**config.mk**
```make
export PLATFORM = sky130hd
export DESIGN_NAME = esp_frame_rx
export DESIGN_NICKNAME = d
export VERILOG_FILES = /design/src/rtl/esp_frame_rx.sv
export SDC_FILE = /design/constraint.sdc
export NUM_CORES = 1
export LEC_CHECK = 0
export ABC_CLOCK_PERIOD_IN_PS = 2850
export CORE_MARGIN = 4
export CORE_UTILIZATION = 50
export CTS_CLUSTER_DIAMETER = 200
export DETAILED_ROUTE_END_ITERATION = 10
export GPL_TIMING_DRIVEN = 0
export PLACE_DENSITY = 0.77
export SLEW_MARGIN = 20
export SYNTH_ARGS = -nofsm -noshare
export SYNTH_HDL_FRONTEND = slang
export SYNTH_SLANG_ARGS = --single-unit
```
**constraint.sdc**
```tcl
create_clock -name clk -period 2.85 [get_ports clk]
set_input_delay 0.57 -clock clk [delete_from_list [all_inputs] [get_ports clk]]
set_output_delay 0.57 -clock clk [all_outputs]
set_load 0.02 [all_outputs]
```
**src/rtl/esp_frame_rx.sv**
```systemverilog
// rtl/esp_frame_rx.sv - SOF/LEN/PAYLOAD/CHK deframer on a valid/ready byte stream.
// Buffers one frame, verifies its XOR checksum, then drains the payload downstream.
module esp_frame_rx #(
  parameter logic [7:0] SOF_BYTE       = 8'h7E,
  parameter int         MAX_LEN        = 32,
  parameter int         TIMEOUT_CYCLES = 1_000_000
) (
  input  logic       clk,
  input  logic       rst,
  input  logic [7:0] in_data,
  input  logic       in_valid,
  output logic       in_ready,
  output logic [7:0] out_data,
  output logic       out_valid,
  input  logic       out_ready,
  output logic       out_last,
  output logic [7:0] frame_len,
  output logic       chk_err,
  output logic       len_err,
  output logic       timeout_err
);

  localparam int IW = $clog2(MAX_LEN + 1);
  localparam int AW = (MAX_LEN > 1) ? $clog2(MAX_LEN) : 1;
  localparam int TW = $clog2(TIMEOUT_CYCLES + 1);
  localparam logic [8:0] MAX_LEN_W = 9'(MAX_LEN);

  typedef enum logic [2:0] {S_HUNT, S_LEN, S_PAYLOAD, S_CHK, S_DRAIN} state_t;

  state_t          state, state_nxt;
  logic            ready_en;
  logic [7:0]      mem [MAX_LEN];
  logic [IW-1:0]   wr_idx, rd_idx;
  logic [7:0]      len_q, chk;
  logic [TW-1:0]   timer;
  logic            accept, xfer, in_frame, to_hit, len_bad, chk_bad, chk_ok;

  always_comb begin
    state_nxt = state;
    out_data  = 8'h00;
    out_last  = 1'b0;
    frame_len = 8'h00;
    len_bad   = 1'b0;
    chk_bad   = 1'b0;
    chk_ok    = 1'b0;

    // ready_en keeps in_ready low for the reset cycle itself
    in_ready  = ready_en && (state != S_DRAIN);
    out_valid = (state == S_DRAIN);
    if (out_valid) begin
      out_data  = mem[rd_idx[AW-1:0]];
      out_last  = (8'(rd_idx) == len_q - 8'd1);
      frame_len = len_q;
    end
    accept   = in_valid && in_ready;
    xfer     = out_valid && out_ready;
    in_frame = (state == S_LEN) || (state == S_PAYLOAD) || (state == S_CHK);
    to_hit   = in_frame && !accept && (timer == TW'(TIMEOUT_CYCLES - 1));

    case (state)
      S_HUNT: if (accept && in_data == SOF_BYTE) state_nxt = S_LEN;
      S_LEN: begin
        if (accept) begin
          if (in_data == 8'h00 || {1'b0, in_data} > MAX_LEN_W) begin
            len_bad   = 1'b1;
            state_nxt = S_HUNT;
          end else begin
            state_nxt = S_PAYLOAD;
          end
        end
      end
      S_PAYLOAD: if (accept && 8'(wr_idx) == len_q - 8'd1) state_nxt = S_CHK;
      S_CHK: begin
        if (accept) begin
          chk_ok    = (in_data == chk);
          chk_bad   = !chk_ok;
          state_nxt = chk_ok ? S_DRAIN : S_HUNT;
        end
      end
      S_DRAIN: if (xfer && out_last) state_nxt = S_HUNT;
      default: state_nxt = S_HUNT;
    endcase
    if (to_hit) state_nxt = S_HUNT;
  end

  always_ff @(posedge clk) begin
    if (rst) begin
      state       <= S_HUNT;
      ready_en    <= 1'b0;
      wr_idx      <= '0;
      rd_idx      <= '0;
      len_q       <= 8'h00;
      chk         <= 8'h00;
      timer       <= '0;
      chk_err     <= 1'b0;
      len_err     <= 1'b0;
      timeout_err <= 1'b0;
    end else begin
      state       <= state_nxt;
      ready_en    <= 1'b1;
      chk_err     <= chk_bad;
      len_err     <= len_bad;
      timeout_err <= to_hit;

      if (accept || !in_frame || to_hit) timer <= '0;
      else                               timer <= timer + 1'b1;

      case (state)
        S_LEN: begin
          if (accept) begin
            len_q  <= in_data;
            chk    <= in_data;
            wr_idx <= '0;
          end
        end
        S_PAYLOAD: begin
          if (accept) begin
            chk    <= chk ^ in_data;
            wr_idx <= wr_idx + 1'b1;
          end
        end
        S_CHK:   if (chk_ok) rd_idx <= '0;
        S_DRAIN: if (xfer) rd_idx <= rd_idx + 1'b1;
        default: ;
      endcase
    end
  end

  // Payload storage needs no reset: it is only read after a full frame is written.
  always_ff @(posedge clk) begin
    if (state == S_PAYLOAD && accept) mem[wr_idx[AW-1:0]] <= in_data;
  end

endmodule

```
After elaboration in Yosys (flattened, before gate mapping)
Memory sizes are Yosys's and may differ from the RTL's. A register that Yosys moved wholly into a read port is not among the register bits.
Index checks and enable logic that the tools add are counted.

cells by class
  $add $sub $neg = 4
  magnitude comparators = 1
  equality and inequality tests = 18
  mux-type cells = 28
  bitwise operators = 4
  reduce and logical (&&, ||, !) cells = 29

operators with widths
  cell                     number
  $mux W8                  4
  $mux W6                  4
  $pmux W6 S2              2
  $add A20 B1 Y20 const B  1
  $eq A20 B20 Y1 const B   1
  $mux W3                  6
  $eq A6 B8 Y1             2
  $pmux W8 S2              1
  $pmux W3 S5              1
  $add A6 B1 Y6 const B    2
  $mux W5                  2
  $ne A2 B2 Y1 const B     5
  $logic_and A1 B1 Y1      9
  $eq A8 B7 Y1 const B     1
  $eq A8 B8 Y1             1
  $gt A8 B6 Y1 const B     1
  $logic_not A8 Y1         1
  $sub A8 B1 Y8 const B    1
  $xor A8 B8 Y8            1
  $mux W1                  7
  $eq A3 B2 Y1 const B     2
  $ne A2 B1 Y1 const B     3
  $reduce_and A3 Y1        2
  $reduce_or A3 Y1         2
  12 further kinds         22

storage, ports and cells
  flip-flop bits (word level) = 55
  RAM bits = 256
  bits of input ports = 12
  output and inout bits = 22
  logic and storage cells = 95
  memories kept = 1

memories
  name  depth  bits a word  rd ports  clocked after Yosys merged registers in  wr ports  RTL line  RTL
  mem   32     8            1         1                                        1         32        logic [7:0] mem [MAX_LEN];

Logic depth before layout (Yosys ltp)
Gate-level depths: netlist of run 1.

  word-level depth = 9
  mapped depth = 9

Least setup slack after synthesis of run 1
No wires, ideal clock.

  kind = reg2out
  start point = register with a tool-made name
  end point = output out_data[0]
  data arrival time = 1.861 ns
  path slack = 0.419 ns
  stages on the path, launching flop included = 7
  buffers on the path = 2
  cells stage by stage = dfxtp_1 -> buf_6 -> buf_4 -> mux4_2 -> mux4_2 -> mux2i_1 -> nor2_1

RTL lines
  item           RTL line  RTL
  end, declared  13        output logic [7:0] out_data,

==> impl_results.md, run 1 <==
- Result of the run: finished with violations
- Failing checks: negative setup slack
- Floorplan die height: ~170 µm
- Nets@finish: 891
- Count of hold buffers inserted by post-cts repair: 0
- Maximum ir drop on the vdd rail: 512.1 µV
- Detailed router's first-iteration violation count: between 700 and 800
- Max-cap viol count: 0
- Post-Syn Instances: 798
- WP data required: approximately 2.3 ns
- Drt total wl: between 20000 and 30000 µm
- Nature of the critical path endpoint: output port
- Fill cell total of the finished layout: 1867
- Die area: about 29000 µm²
- Fin cells: ~1200
- Post-synthesis to final-layout area growth: 16.01%
- Number of endpoints with negative hold slack in the final report: 0
- Reported leakage power: approximately 4.7 nW
- Number of antenna violations at the first check in global routing: 0
- Gate power share: 0.013
- Starting density of the core: 0.5124
- Cell area after synthesis: 13010 µm²
- Number of iterations in the first detailed-routing pass: 8
- Least-Margin Pin Slew: 0.8633 ns
- #FFs+latches synth: approximately 320
- Slew headroom: 0.4223
- Global-route met3 utilization: 0.04286
- Post-synth ARST share: 0
- Core footprint: around 25000 µm²
- Skew-Pair Late Insertion Delay: about 0.58 ns
- Grt peak-use layer: met2
- Net switching share of the total power: 0.1960
- Net count after synthesis: just over 800
- Met2 Usage GRT: 0.3061
- TritonCTS Buffers: 31
- Sw power: 0.001791 W
- Unrepaired setup endpoints after global routing: true
- Post-detailed-placement half-perimeter wirelength: 17640 µm
- Critical path startpoint category: flop
- Met1 track demand over resource: 0.2776
- Antenna-violating nets left: 0
- Clock root buffer: sky130_fd_sc_hd__clkbuf_16
- Cell internal pwr: about 0.0073 W
- Setup WS pre-CTS: -0.8486 ns
- Flip-flop and latch area: between 8000 and 9000 µm²
- Post-synthesis sequential area ratio: 0.6830
- Mapped Avg Cell Area: between 15 and 20 µm²
- Routed length per placed instance: between 20 and 25 µm
- Clk sink count: ~320
- Placement row count: 58
- Unique cell type count in the Yosys netlist: 53
- Multi-input gate area in the final layout: 3990 µm²
- Pin count of the biggest net entering global routing: 39
- Worst-case clock buffer depth: 3
- Fraction of final layout cells with drive strength greater than 1: 0.2489
- Global-route wire length before repair: roughly 43000 µm
- Horizontal extent of the die: around 170 µm
- Minimum clock period: roughly 3.3 ns
- Achievable frequency: about 0.3 GHz
- Clock Skews: between 0.02 and 0.025 ns
- Clock tree from TritonCTS: done
- Period Utilization, post-route: 1.167
- Routed vias/inst: between 5 and 6
- Sequential group share of total power: 0.545
- Num ports: 34
- Accumulated negative setup slack: -3.582 ns
- Number of enable flip-flop cells after synthesis: approximately 260
- Critical path fanouts, max: 10
- Number of remaining DRC errors: 0
- Vias in the first global route: a little over 7000
- Via total after detailed routing: around 7300
- P per Cell Area: roughly 610 nW/µm²
- Number of buffers added on ports: 32
- Final-report setup violation count: 8
- Overflow left after global routing: 0
- Data arrival time of the worst path: between 2 and 3 ns
- Post-placement cell count: 1162
- Top flip-flop cell by instance count after synthesis: sky130_fd_sc_hd__edfxtp_1
- Clock network power share: 0.442
- H-tree lvl count: 1
- Total GRT Usage: 0.1947
- RD Place Congestion: 0.8499
- Setup slack after layout: -0.4761 ns
- Clock-pin slew on the worst setup and hold paths: 0.06 ns
- Share of the core filled with cells in the final layout: 0.5944
- Type of the tightest min-delay check: in -> reg
- Pins Over Slew Limit: 0
- N_diodes: 0
- Start-to-end type of the worst setup path: reg -> out
- Syn. warnings: 0
synth_stat cells, types with 4 or more instances:
| library cell | n | share of area |
|---|---|---|
| sky130_fd_sc_hd__edfxtp_1 | 256 | 0.59 |
| sky130_fd_sc_hd__nor2_1 | 100 | 0.029 |
| sky130_fd_sc_hd__mux4_2 | 80 | 0.14 |
| sky130_fd_sc_hd__dfxtp_1 | 60 | 0.092 |
| sky130_fd_sc_hd__nand2_1 | 33 | 0.0095 |
| sky130_fd_sc_hd__o21ai_0 | 22 | 0.0085 |
| sky130_fd_sc_hd__xnor2_1 | 22 | 0.015 |
| sky130_fd_sc_hd__xor2_1 | 20 | 0.013 |
| sky130_fd_sc_hd__a21oi_1 | 18 | 0.0069 |
| sky130_fd_sc_hd__clkbuf_1 | 17 | 0.0049 |
| sky130_fd_sc_hd__mux2i_1 | 16 | 0.012 |
| sky130_fd_sc_hd__nand3_1 | 15 | 0.0058 |
| sky130_fd_sc_hd__nor3_1 | 13 | 0.0050 |
| sky130_fd_sc_hd__buf_2 | 10 | 0.0038 |
| sky130_fd_sc_hd__inv_1 | 10 | 0.0029 |
| sky130_fd_sc_hd__nand4_1 | 9 | 0.0043 |
| sky130_fd_sc_hd__and2_1 | 8 | 0.0038 |
| sky130_fd_sc_hd__o211ai_1 | 8 | 0.0046 |
| sky130_fd_sc_hd__buf_4 | 7 | 0.0040 |
| sky130_fd_sc_hd__ha_1 | 7 | 0.0067 |
| sky130_fd_sc_hd__nand3b_1 | 7 | 0.0040 |
| sky130_fd_sc_hd__buf_1 | 6 | 0.0017 |
| sky130_fd_sc_hd__a31oi_1 | 4 | 0.0019 |
| sky130_fd_sc_hd__and3_1 | 4 | 0.0019 |
| sky130_fd_sc_hd__or3_1 | 4 | 0.0019 |
registers in the layout, indices dropped and copies added, names as in the netlist, named ones only:
register and count:
len_err 1, timeout_err 1, state 3, mem 256
wr_idx 6, timer 20, chk_err 1, len_q 8
chk 8, ready_en 1, rd_idx 6
path summary, 6_finish.rpt:
path                                 end                  start  slack, ns  depth (start not counted)
setup / recovery             out_data[6]                   flop      -0.48                          7
hold / removal    timeout_err$_SDFF_PP0_                    rst       0.36                          2
setup reg to reg    mem[25][3]$_DFFE_PP_  state[2]$_SDFFE_PP0P_       0.07                          7
hold reg to reg      timer[0]$_SDFF_PP0_    timer[0]$_SDFF_PP0_       0.46                          1
repair_timing:
item | 4_1_cts | 5_1_grt
gates resized for setup | 110 | 27
pin swaps | 8 | 5
endpoints found under the setup margin | 63 | 156
buffers inserted | 7 | 3
gates cloned | 2 | 0
power by group through the flow:
stage / clock network [W] / registers, W / logic (W)
floorplan: 0 / 0.00508 / 0.0000206
CTS: 0.00412 / 0.00498 / 0.000118
global placement: 0 / 0.00508 / 0.000111
finish: 0.00404 / 0.00498 / 0.000116
detailed placement: 0 / 0.00508 / 0.000119
global route: 0.00432 / 0.00498 / 0.000127
layout make-up:
type                            instances  share of cell area
Inverter                               10            0.002486
Clock inverter                         14            0.008951
Timing Repair Buffer                   45             0.02851
Multi-Input combinational cell        430              0.2643
Sequential cell                       316              0.5896
Clock buffer                           43             0.05851
Tap cell                              330             0.02735
Buffer                                 38             0.02030
metrics by stage:
stage	instance area, µm²	hold WS, ns	total power (W)
after detailed placement	13760	0.4533	0.005199
after global routing	15100	0.3678	0.009423
after CTS	15030	0.3248	0.009215
after floorplan	13010	0.4261	0.005101
final	15100	0.3586	0.009137
after global placement	13750	0.4375	0.005195
per-layer routing:
| layer | vias to the layer above | wire (µm) | part of all wire |
|---|---|---|---|
| li1 | 3251 | - | - |
| met4 | 0 | 956 | 0.035 |
| met5 | - | 0 | 0 |
| met2 | 318 | 13250 | 0.48 |
| met1 | 3638 | 11390 | 0.41 |
| met3 | 67 | 2079 | 0.075 |
logic make-up after synthesis:
group	count (synthesis)	share of synthesized area
compound gates	68	0.03202
xor+xnor	42	0.02827
simple gates	217	0.08057
flops	316	0.6830
fa+ha+maj	7	0.006730
buf+inv	52	0.01865
mux	96	0.1508
cell usage in the layout, fill, tap and decap left out, types with 8 or more instances in the layout:
cell                        netlist  routed
sky130_fd_sc_hd__nand3_1         15      15
sky130_fd_sc_hd__inv_1           10       8
sky130_fd_sc_hd__nor2_2           0      24
sky130_fd_sc_hd__clkbuf_16        0      33
sky130_fd_sc_hd__xnor2_1         22      22
sky130_fd_sc_hd__xor2_1          20      20
sky130_fd_sc_hd__a21oi_1         18      18
sky130_fd_sc_hd__o21ai_0         22      21
sky130_fd_sc_hd__o211ai_1         8       8
sky130_fd_sc_hd__nor2_1         100      76
sky130_fd_sc_hd__buf_4            7      20
sky130_fd_sc_hd__nand4_1          9       9
sky130_fd_sc_hd__buf_12           0       9
sky130_fd_sc_hd__mux4_2          80      80
sky130_fd_sc_hd__and2_1           8       8
sky130_fd_sc_hd__nand2_1         33      33
sky130_fd_sc_hd__dfxtp_1         60      54
sky130_fd_sc_hd__clkbuf_1        17      18
sky130_fd_sc_hd__mux2i_1         16      16
sky130_fd_sc_hd__edfxtp_1       256     256
sky130_fd_sc_hd__buf_2           10      18
sky130_fd_sc_hd__nor3_1          13      13
critical path: stages, from the launching register on:
cell and delay (ns):
sky130_fd_sc_hd__dfxtp_4 0.37, sky130_fd_sc_hd__buf_12 0.15, sky130_fd_sc_hd__buf_12 0.16, sky130_fd_sc_hd__mux4_2 0.57, sky130_fd_sc_hd__mux4_2 0.49, sky130_fd_sc_hd__mux2i_1 0.20
sky130_fd_sc_hd__nor2_1 0.09, sky130_fd_sc_hd__buf_4 0.16
(Power assumes the default switching activity.)
==> run 2, diff against run 1 <==
ABC_AREA = 1   (was not set)
CORE_ASPECT_RATIO = 0.5   (was not set)
SLEW_MARGIN = 15   (was 20)
==> run 2 against run 1 <==
Compared with the run above: the run still ends with negative setup slack left; setup slack improved by 0.16 ns; count of clock-buffer cells in the layout decreased by 5; combinational power increased to 9.4 times the previous value; clock power increased by 1%; clock skew increased by 0.00085 ns; die area increased by 2.5%; synthesized area increased by 2.0%; register-to-register slack got worse by 0.07 ns; critical endpoint is now out_data[5]; highest routed layer unchanged.
==> impl_results.md, run 2 <==
- Unrepaired setup endpoints after global routing: true
- Detailed router's first-iteration violation count: 1744 (+120%)
- Via total after detailed routing: 10550 (+45%)
- Post-detailed-placement half-perimeter wirelength: 23180 µm (+31%)
- Share of the core filled with cells in the final layout: 0.6231 (+0.02869)
- Final-report setup violation count: 11 (+3)
- Mapped Avg Cell Area: 10.95 µm² (-33%)
- Total cell area at the placement stage: 14000 µm² (+1.8%)
- Most instantiated cells after synthesis: sky130_fd_sc_hd__edfxtp_1, sky130_fd_sc_hd__nor2_1, sky130_fd_sc_hd__o21ai_0, sky130_fd_sc_hd__nand2_1, sky130_fd_sc_hd__nand3_1
- Fraction of final layout cells with drive strength greater than 1: 0.1959 (-0.05300)
- Complex-gate fraction of the synthesized area: 0.1217 (+0.08964)
- Achievable frequency: 0.3153 GHz (+4.9%)
- Clk sink count: 316 (unchanged)
- Data arrival time of the worst path: 2.60 ns (-0.16 ns)
- Fill cell total of the finished layout: 1868 (+0.054%)
- P per Cell Area: 642.8 nW/µm² (+6.2%)
- Maximum ir drop on the vdd rail: 375.2 µV (-27%)
- TritonCTS Buffers: 28 (-9.7%)
- Simple-gate share of the synthesized area: 0.1504 (+0.06983)
- Setup slack, reg-to-reg: 0 ns (-0.07 ns)
- Clock-pin slew on the worst setup and hold paths: 0.06 ns (about the same)
- Floorplan die height: 123.2 µm (-27%)
- Number of enable flip-flop cells after synthesis: 256 (unchanged)
- Total GRT Usage: 0.2613 (+0.06655)
- Critical path startpoint category: flop
- Vias in the first global route: 10250 (+42%)
- Post-synthesis to final-layout area growth: 20.36%
- Dominant cell type by area after synthesis: sky130_fd_sc_hd__edfxtp_1
- Accumulated negative setup slack: -1.925 ns (+1.657 ns)
- Routed length per placed instance: 23.69 µm (+4.9%)
- Cell area after synthesis: 13280 µm² (+2.0%)
- Post-synth ARST share: 0 (unchanged)
- Hold slack final: 0.4686 ns (+0.1100 ns)
- Hold Path Sink: timer[0]$_SDFF_PP0_
- Setup slack after layout: -0.3211 ns (+0.1550 ns)
- Adder-Cell Fraction of Synth Area: 0.006596 (-0.0001338)
- Nature of the critical path endpoint: output port
- WP data required: 2.28 ns (about the same)
- Starting density of the core: 0.5177 (+0.005294)
- Hold-critical path depth: 1 (-1)
- #FFs+latches synth: 316 (unchanged)
- Result of the run: finished with violations
- Period Utilization, post-route: 1.113 (-0.05439)
- Area share of the leading cell type in the synthesized netlist: 0.5790 (-0.01175)
- Clock root buffer: sky130_fd_sc_hd__clkbuf_16
- Clock Skews: 0.02302 ns (+0.0008522 ns)
- Clock tree from TritonCTS: done
- Origin of the worst min-delay path: timer[0]$_SDFF_PP0_
- Core footprint: 25650 µm² (+0.99%)
- Num ports: 34 (unchanged)
- Top flip-flop cell by instance count after synthesis: sky130_fd_sc_hd__edfxtp_1
- Unique cell type count in the Yosys netlist: 38 (-28%)
- Post-Syn Instances: 1213 (+52%)
- Critical path fanouts, max: 7 (-3)
- Post-synthesis sequential area ratio: 0.6694 (-0.01358)
- Synthesized-area fraction occupied by xor and xnor cells: 0.01517 (-0.01310)
- Worst-case clock buffer depth: 3 (unchanged)
- Global-route wire length before repair: 58740 µm (+37%)
- Drt total wl: 39230 µm (+42%)
- Overall power after layout: 0.01027 W (+12%)
- Number of iterations in the first detailed-routing pass: 6 (-2)
- Most frequent cells in the layout: sky130_fd_sc_hd__edfxtp_1, sky130_fd_sc_hd__nor2_1, sky130_fd_sc_hd__o21ai_0, sky130_fd_sc_hd__nand2_1, sky130_fd_sc_hd__dfxtp_1
- Proportion of synthesized area in mux cells: 0 (-0.1508)
- Net count after synthesis: 1232 (+51%)
- Number of endpoints with negative hold slack in the final report: 0 (unchanged)
- Pin count of the biggest net entering global routing: 39 (unchanged)
- Count of hold buffers inserted by post-cts repair: 0 (unchanged)
- Number of antenna violations at the first check in global routing: 0 (unchanged)
- Syn. warnings: 0 (unchanged)
- Start-to-end type of the worst setup path: reg -> out
- End of the worst register-to-register path: mem[24][3]$_DFFE_PP_
- Reg2reg path depth: 9 (+2)
- Max-cap viol count: 0 (unchanged)
- Most used standard cell by instance count after synthesis: sky130_fd_sc_hd__edfxtp_1
- Failing checks: negative setup slack
- Reported leakage power: 5.368 nW (+14%)
- Type of the tightest min-delay check: reg -> reg
- Commonest non-fill, non-tap cell in the layout: sky130_fd_sc_hd__edfxtp_1
- Horizontal extent of the die: 238.5 µm (+41%)
- Skew-Pair Late Insertion Delay: 0.56 ns (-0.02 ns)
- Number of remaining DRC errors: 0 (unchanged)
- Number of buffers added on ports: 33 (+3.1%)
- Pins Over Slew Limit: 0 (unchanged)
- Synth area leaders: sky130_fd_sc_hd__edfxtp_1, sky130_fd_sc_hd__dfxtp_1, sky130_fd_sc_hd__nor2_1
- Overflow left after global routing: 0 (unchanged)
- N_diodes: 0 (unchanged)
- RD Place Congestion: 0.9674 (+14%)
- Routed vias/inst: 6.368 (+7.3%)
- H-tree lvl count: 1 (unchanged)
- Source of the worst register-to-register timing path: state[1]$_SDFFE_PP0P_
- Largest register FFs: 256 (unchanged)
- Combinational family with the most area after synthesis: simple AND/OR/NAND/NOR gates
- Die area: 29390 µm² (+2.5%)
- Least-Margin Pin Slew: 0.9374 ns (+0.07404 ns)
- Nets@finish: 1309 (+47%)
- Placement row count: 41 (-29%)
- Minimum clock period: 3.171 ns (-0.1550 ns)
- Layout Cell Area excl Fill: 15980 µm² (+5.9%)
- Slew headroom: 0.3751 (-0.04723)
- Antenna-violating nets left: 0 (unchanged)
[run 2: cell types whose count changed after synthesis, moves of 13 or more]
cell / change
sky130_fd_sc_hd__a31oi_1: +13
sky130_fd_sc_hd__clkbuf_1: +25
sky130_fd_sc_hd__inv_1: +38
sky130_fd_sc_hd__mux2i_1: -16
sky130_fd_sc_hd__mux4_2: -80
sky130_fd_sc_hd__nand2_1: +80
sky130_fd_sc_hd__nand3_1: +48
sky130_fd_sc_hd__nor2_1: +139
sky130_fd_sc_hd__o21ai_0: +136
sky130_fd_sc_hd__o221ai_1: +44
sky130_fd_sc_hd__o22ai_1: +20
sky130_fd_sc_hd__xnor2_1: -15
[run 2: timing repair]
item | CTS | global route
resized for setup | 231 | 92
cloned | 4 | 0
endpoints found under the setup margin | 22 | 259
pin swaps | 52 | 30
setup buffers | 12 | 1
[run 2: worst max-delay path, cell delays in order, from the launching register on]
cell and delay [ns]:
sky130_fd_sc_hd__dfxtp_4 0.37, sky130_fd_sc_hd__buf_12 0.15, sky130_fd_sc_hd__inv_8 0.07, sky130_fd_sc_hd__buf_12 0.14, sky130_fd_sc_hd__buf_8 0.13, sky130_fd_sc_hd__buf_8 0.15, sky130_fd_sc_hd__buf_6 0.10, sky130_fd_sc_hd__o21ai_2 0.05
sky130_fd_sc_hd__o221ai_2 0.17, sky130_fd_sc_hd__nand3_1 0.15, sky130_fd_sc_hd__nand3_2 0.13, sky130_fd_sc_hd__nand2_4 0.07, sky130_fd_sc_hd__a31oi_4 0.22, sky130_fd_sc_hd__buf_6 0.16
[run 2: stage by stage]
| step | instances | worst slack, ns |
|---|---|---|
| after floorplan | 1213 | 0.5265 |
| after global placement | 1590 | -0.8017 |
| after detailed placement | 1590 | -0.7056 |
| after CTS | 1656 | -0.1828 |
| after global routing | 1656 | -0.3371 |
| final | 1656 | -0.3211 |
[run 2: final cells by class]
class                           count  area [µm²]  share of cell area
Buffer                             62       536.8             0.03359
Clock buffer                       38       769.5             0.04815
Clock inverter                     14       202.7             0.01268
Inverter                           57       229.0             0.01433
Multi-Input combinational cell    776        4385              0.2744
Sequential cell                   316        8904              0.5571
Tap cell                          344       430.4             0.02693
Timing Repair Buffer               49       524.3             0.03280
[run 2: per-layer routing]
metal	part of all wire	track usage
met1	0.37	0.3433
met2	0.45	0.4186
met3	0.12	0.06107
met4	0.055	0.1228
met5	0	0
[run 2: logic make-up after synthesis]
family                   after synthesis
AND/OR/NAND/NOR                      470
adder cells (fa/ha/maj)                7
AO/OA/AOI/OAI                        276
buffers and inverters                121
XOR/XNOR                              23
flip-flops                           316
[run 2: power breakdown]
part | internal (W) | switching, W | total, W | leakage, nW
combinational | 0.000358 | 0.000734 | 0.00109 | 2.12
sequential | 0.00505 | 0.0000566 | 0.00511 | 2.79
clock | 0.00235 | 0.00173 | 0.00408 | 0.462
[run 2: worst max path at each step]
stage | start | endpoint | cells past startpoint
after floorplan | len_q[0]$_SDFFE_PP0P_ | out_last | 9
after global placement | in_data[1] | flop | 8
after detailed placement | flop | out_data[2] | 8
after CTS | flop | out_data[5] | 13
after global routing | flop | out_data[1] | 10
final | flop | out_data[5] | 13
==> edit 1, RTL diff (config.mk and constraints of run 2) <==
Put one more register stage on the output `timeout_err`, with the module's reset. The value now appears one clock later. The other outputs are not delayed to match.
--- a/src/rtl/esp_frame_rx.sv
+++ b/src/rtl/esp_frame_rx.sv
@@ -27,4 +27,6 @@
 
   typedef enum logic [2:0] {S_HUNT, S_LEN, S_PAYLOAD, S_CHK, S_DRAIN} state_t;
+
+  logic timeout_err_s0;
 
   state_t          state, state_nxt;
@@ -95,5 +97,5 @@
       chk_err     <= 1'b0;
       len_err     <= 1'b0;
-      timeout_err <= 1'b0;
+      timeout_err_s0 <= 1'b0;
     end else begin
       state       <= state_nxt;
@@ -101,5 +103,5 @@
       chk_err     <= chk_bad;
       len_err     <= len_bad;
-      timeout_err <= to_hit;
+      timeout_err_s0 <= to_hit;
 
       if (accept || !in_frame || to_hit) timer <= '0;
@@ -132,4 +134,12 @@
   end
 
+  always_ff @(posedge clk) begin
+    if (rst) begin
+      timeout_err <= '0;
+    end else begin
+      timeout_err <= timeout_err_s0;
+    end
+  end
+
 endmodule
 
Behaviour: no difference found for any inputs over 10 cycles, from zero or initial values and one cycle with rst high; that may be too few to reach the edited logic, so the function may still have changed.
==> edit 1 against run 2 <==
- the flow still finishes with violations (setup timing)
- synthesized cell count shrank 0.33%
- sequential cell count is 1 higher
- fmax is 4.9% higher
- largest power group unchanged
- first-iteration DRC count fell by 16%
- setup slack better by 0.15 ns
- total power rose by 11%
- synthesized area grew 0.34%
- routed wire length fell by 1.7%
- cell area increased by 1.0%
- die area up 0.32%
==> edit 1: results (changes against run 2) <==
[min_path]
holdCritStartpoint=timeout_err_s0

[routing]
viasPerCell=6.26  ; -1.7%
wl_met3_mm=4.59  ; -4.5%
met1Wirelength_mm=14.3  ; -1.5%
routed_wl_mm=38.6  ; -1.7%
wl_met2_mm=18.0  ; +1.3%
dr_total_vias=10400  ; -1.7%

[run_status]
violations=setup timing
status=finished with violations

[worst_setup_path]
critPathMaxFanout=10  ; +3
crit_path_max_incr_delay_ns=0.45  ; +0.08 ns
r2r_cells=8  ; -1
arrival_ns=2.45  ; -0.15 ns
regToRegSetupSlack_ns=0.10  ; +0.10 ns
r2r_end=mem[28][5]

[pwr]
irDropWorstVdd_mv=0.533  ; +42%
leakage_nw=5.39  ; +0.46%

[synthesis]
synth_cell_types=41  ; +7.9%
synth_commonest_cells=edfxtp_1 (256), nor2_1 (235), o21ai_0 (153), nand2_1 (109), nand3_1 (65)
synth_fa_ha_area_frac=0.00657  ; -0.0000223
syn_nets=1228  ; -0.32%

[placed_design]
post-place-ws_ns=-0.524  ; +0.182 ns
placed_area_sq_mm=0.0141  ; +0.43%
placed_cells=1587  ; -0.19%

[sta]
setup_viol=8  ; -3
maxSlewHeadroom=0.324  ; -0.0508
whs_ns=0.410  ; -0.0590 ns
clock_skew_ns=0.0212  ; -0.00180 ns
fin_ws_ns=-0.174  ; +0.147 ns

[clock_tree]
postCtsSetupRepairBufs=10  ; -2
cts_resized=219  ; -5.2%

edit 1: changes by cell type in the layout (fill, tap and decap cells not counted), moves of 7 or more:
cell / change
nor2_1: +17
clkbuf_1: -8
nor2_2: -15
o21ai_0: -12
o21a_1: +7
clkbuf_8: +7
edit 1: area by class of cell:
class / instances / area [sq um]
Clock inverter: 21 / 254
Multi-Input combinational cell: 769 / 4390
Tap cell: 344 / 430
Clock buffer: 31 / 732
Timing Repair Buffer: 53 / 598
Buffer: 62 / 587
Sequential cell: 317 / 8920
Fill cell: 1840 / 9550
Inverter: 59 / 234
edit 1: critical path: cells and delay by family (launching register included):
kind / cells / cell delay (ns)
DFF: 1 / 0.45
AOI/OAI and AO/OA: 2 / 0.44
and+or+nand+nor: 4 / 0.44
buffers and inverters: 4 / 0.58
edit 1: routing by layer:
layer  global-route usage  vias to the layer above
li1                     -                     4531
met1                0.322                     4953
met2                0.422                      721
met3               0.0579                      161
met4               0.0963                        0
met5                    0                        -
==> edit 2, RTL diff (settings of run 2) <==
Made on the original files. Set the parameter `TIMEOUT_CYCLES` to 500_000 (it was 1_000_000).
--- a/src/rtl/esp_frame_rx.sv
+++ b/src/rtl/esp_frame_rx.sv
@@ -4,5 +4,5 @@
   parameter logic [7:0] SOF_BYTE       = 8'h7E,
   parameter int         MAX_LEN        = 32,
-  parameter int         TIMEOUT_CYCLES = 1_000_000
+  parameter int         TIMEOUT_CYCLES = 500_000
 ) (
   input  logic       clk,
Function: same outputs for any inputs over 10 cycles, from zero or initial values and one cycle with rst high; that may be too few to reach the edited logic, so the function may still have changed.
==> edit 2 against run 2 <==
- the flow still finishes with violations (setup timing)
- routed wire length is 5.6% lower
- via count fell by 2.7%
- sequential cell count fell by 1
- synthesized area barely moved
- non-clock buffer count down 2
- total power is 6.0% higher
- sequential power is essentially flat
- global-route usage shrank 1.4 points
- cell area down 1.3%
- setup slack gained 0.14 ns
==> edit 2: results (changes against run 2) <==
[routing]
dr_total_vias=10300  ; -2.7%
drt_iter0_drc=1484  ; -15%
wl_met2_mm=16.9  ; -5.0%

[global_route]
track_usage=0.247  ; -0.0140
grt_use_met2=0.404  ; -0.0150
grt_pass1_vias=9942  ; -3.0%
grt_use_met3=0.0758  ; +0.0147

[pwr]
leakage_nw=5.31  ; -1.2%
netSwitchingFraction=0.279  ; +0.0343

[finish]
seq_cells=315  ; -0.32%
drive_gt1_frac=0.170  ; -0.0261
n_all_buffers=109  ; -1.8%
nets=1300  ; -0.69%
clk_share=0.0573  ; -0.00356
final-nonclk-buf-share=0.0657  ; -0.000712
final_area_sq_mm=0.0158  ; -1.3%

[min_path]
holdPathStages=2  ; +1
hold_path.class=input port to flip-flop

[placed_design]
place.gp.congestion=0.901  ; -6.8%
placed_area_sq_mm=0.0140  ; -0.13%

[sta]
fin_ws_ns=-0.183  ; +0.138 ns
setup_viol=8  ; -3

[worst_setup_path]
arrival_ns=2.46  ; -0.14 ns

[synthesis]
ys_top_cells_by_area=edfxtp_1 (58%), dfxtp_1 (8.9%), nor2_1 (6.4%), o21ai_0 (4.9%), nand2_1 (3.3%)
synth_commonest_cells=edfxtp_1 (256), nor2_1 (227), o21ai_0 (129), nand2_1 (117), nand3_1 (61)

[clock_tree]
clk_latency_ns=0.58  ; +0.02 ns

[run_status]
status=finished with violations
violations=setup timing

==> edit 2: changes by cell type after synthesis, sizes merged, moves of 3 or more <==
cell | before | now
buf | 22 | 28
clkbuf | 42 | 36
a21oi | 30 | 33
o22ai | 21 | 16
nand4 | 13 | 9
nor2 | 245 | 236
xnor2 | 7 | 3
o221ai | 44 | 47
nand2 | 117 | 121
inv | 56 | 60
==> edit 2: kinds of logic (layout without fill, tap and decap cells) <==
kind of cell             Yosys count  after routing  synth area share
buffers and inverters            125            222            0.0384
AND/OR/NAND/NOR                  457            457             0.149
XOR/XNOR                          21             21            0.0139
AO/OA/AOI/OAI                    280            280             0.124
adder cells (fa/ha/maj)            7              7           0.00660
other                              0              1                 0
flip-flops                       315            315             0.668
==> edit 2: final timing paths <==
path,from,to,slack [ns]
hold reg to reg,timer[0],timer[0],0.48
setup / recovery,flip-flop,out_data[3],-0.18
hold / removal,rst,wr_idx[5],0.45
setup reg to reg,state[1],mem[28][2],0.14
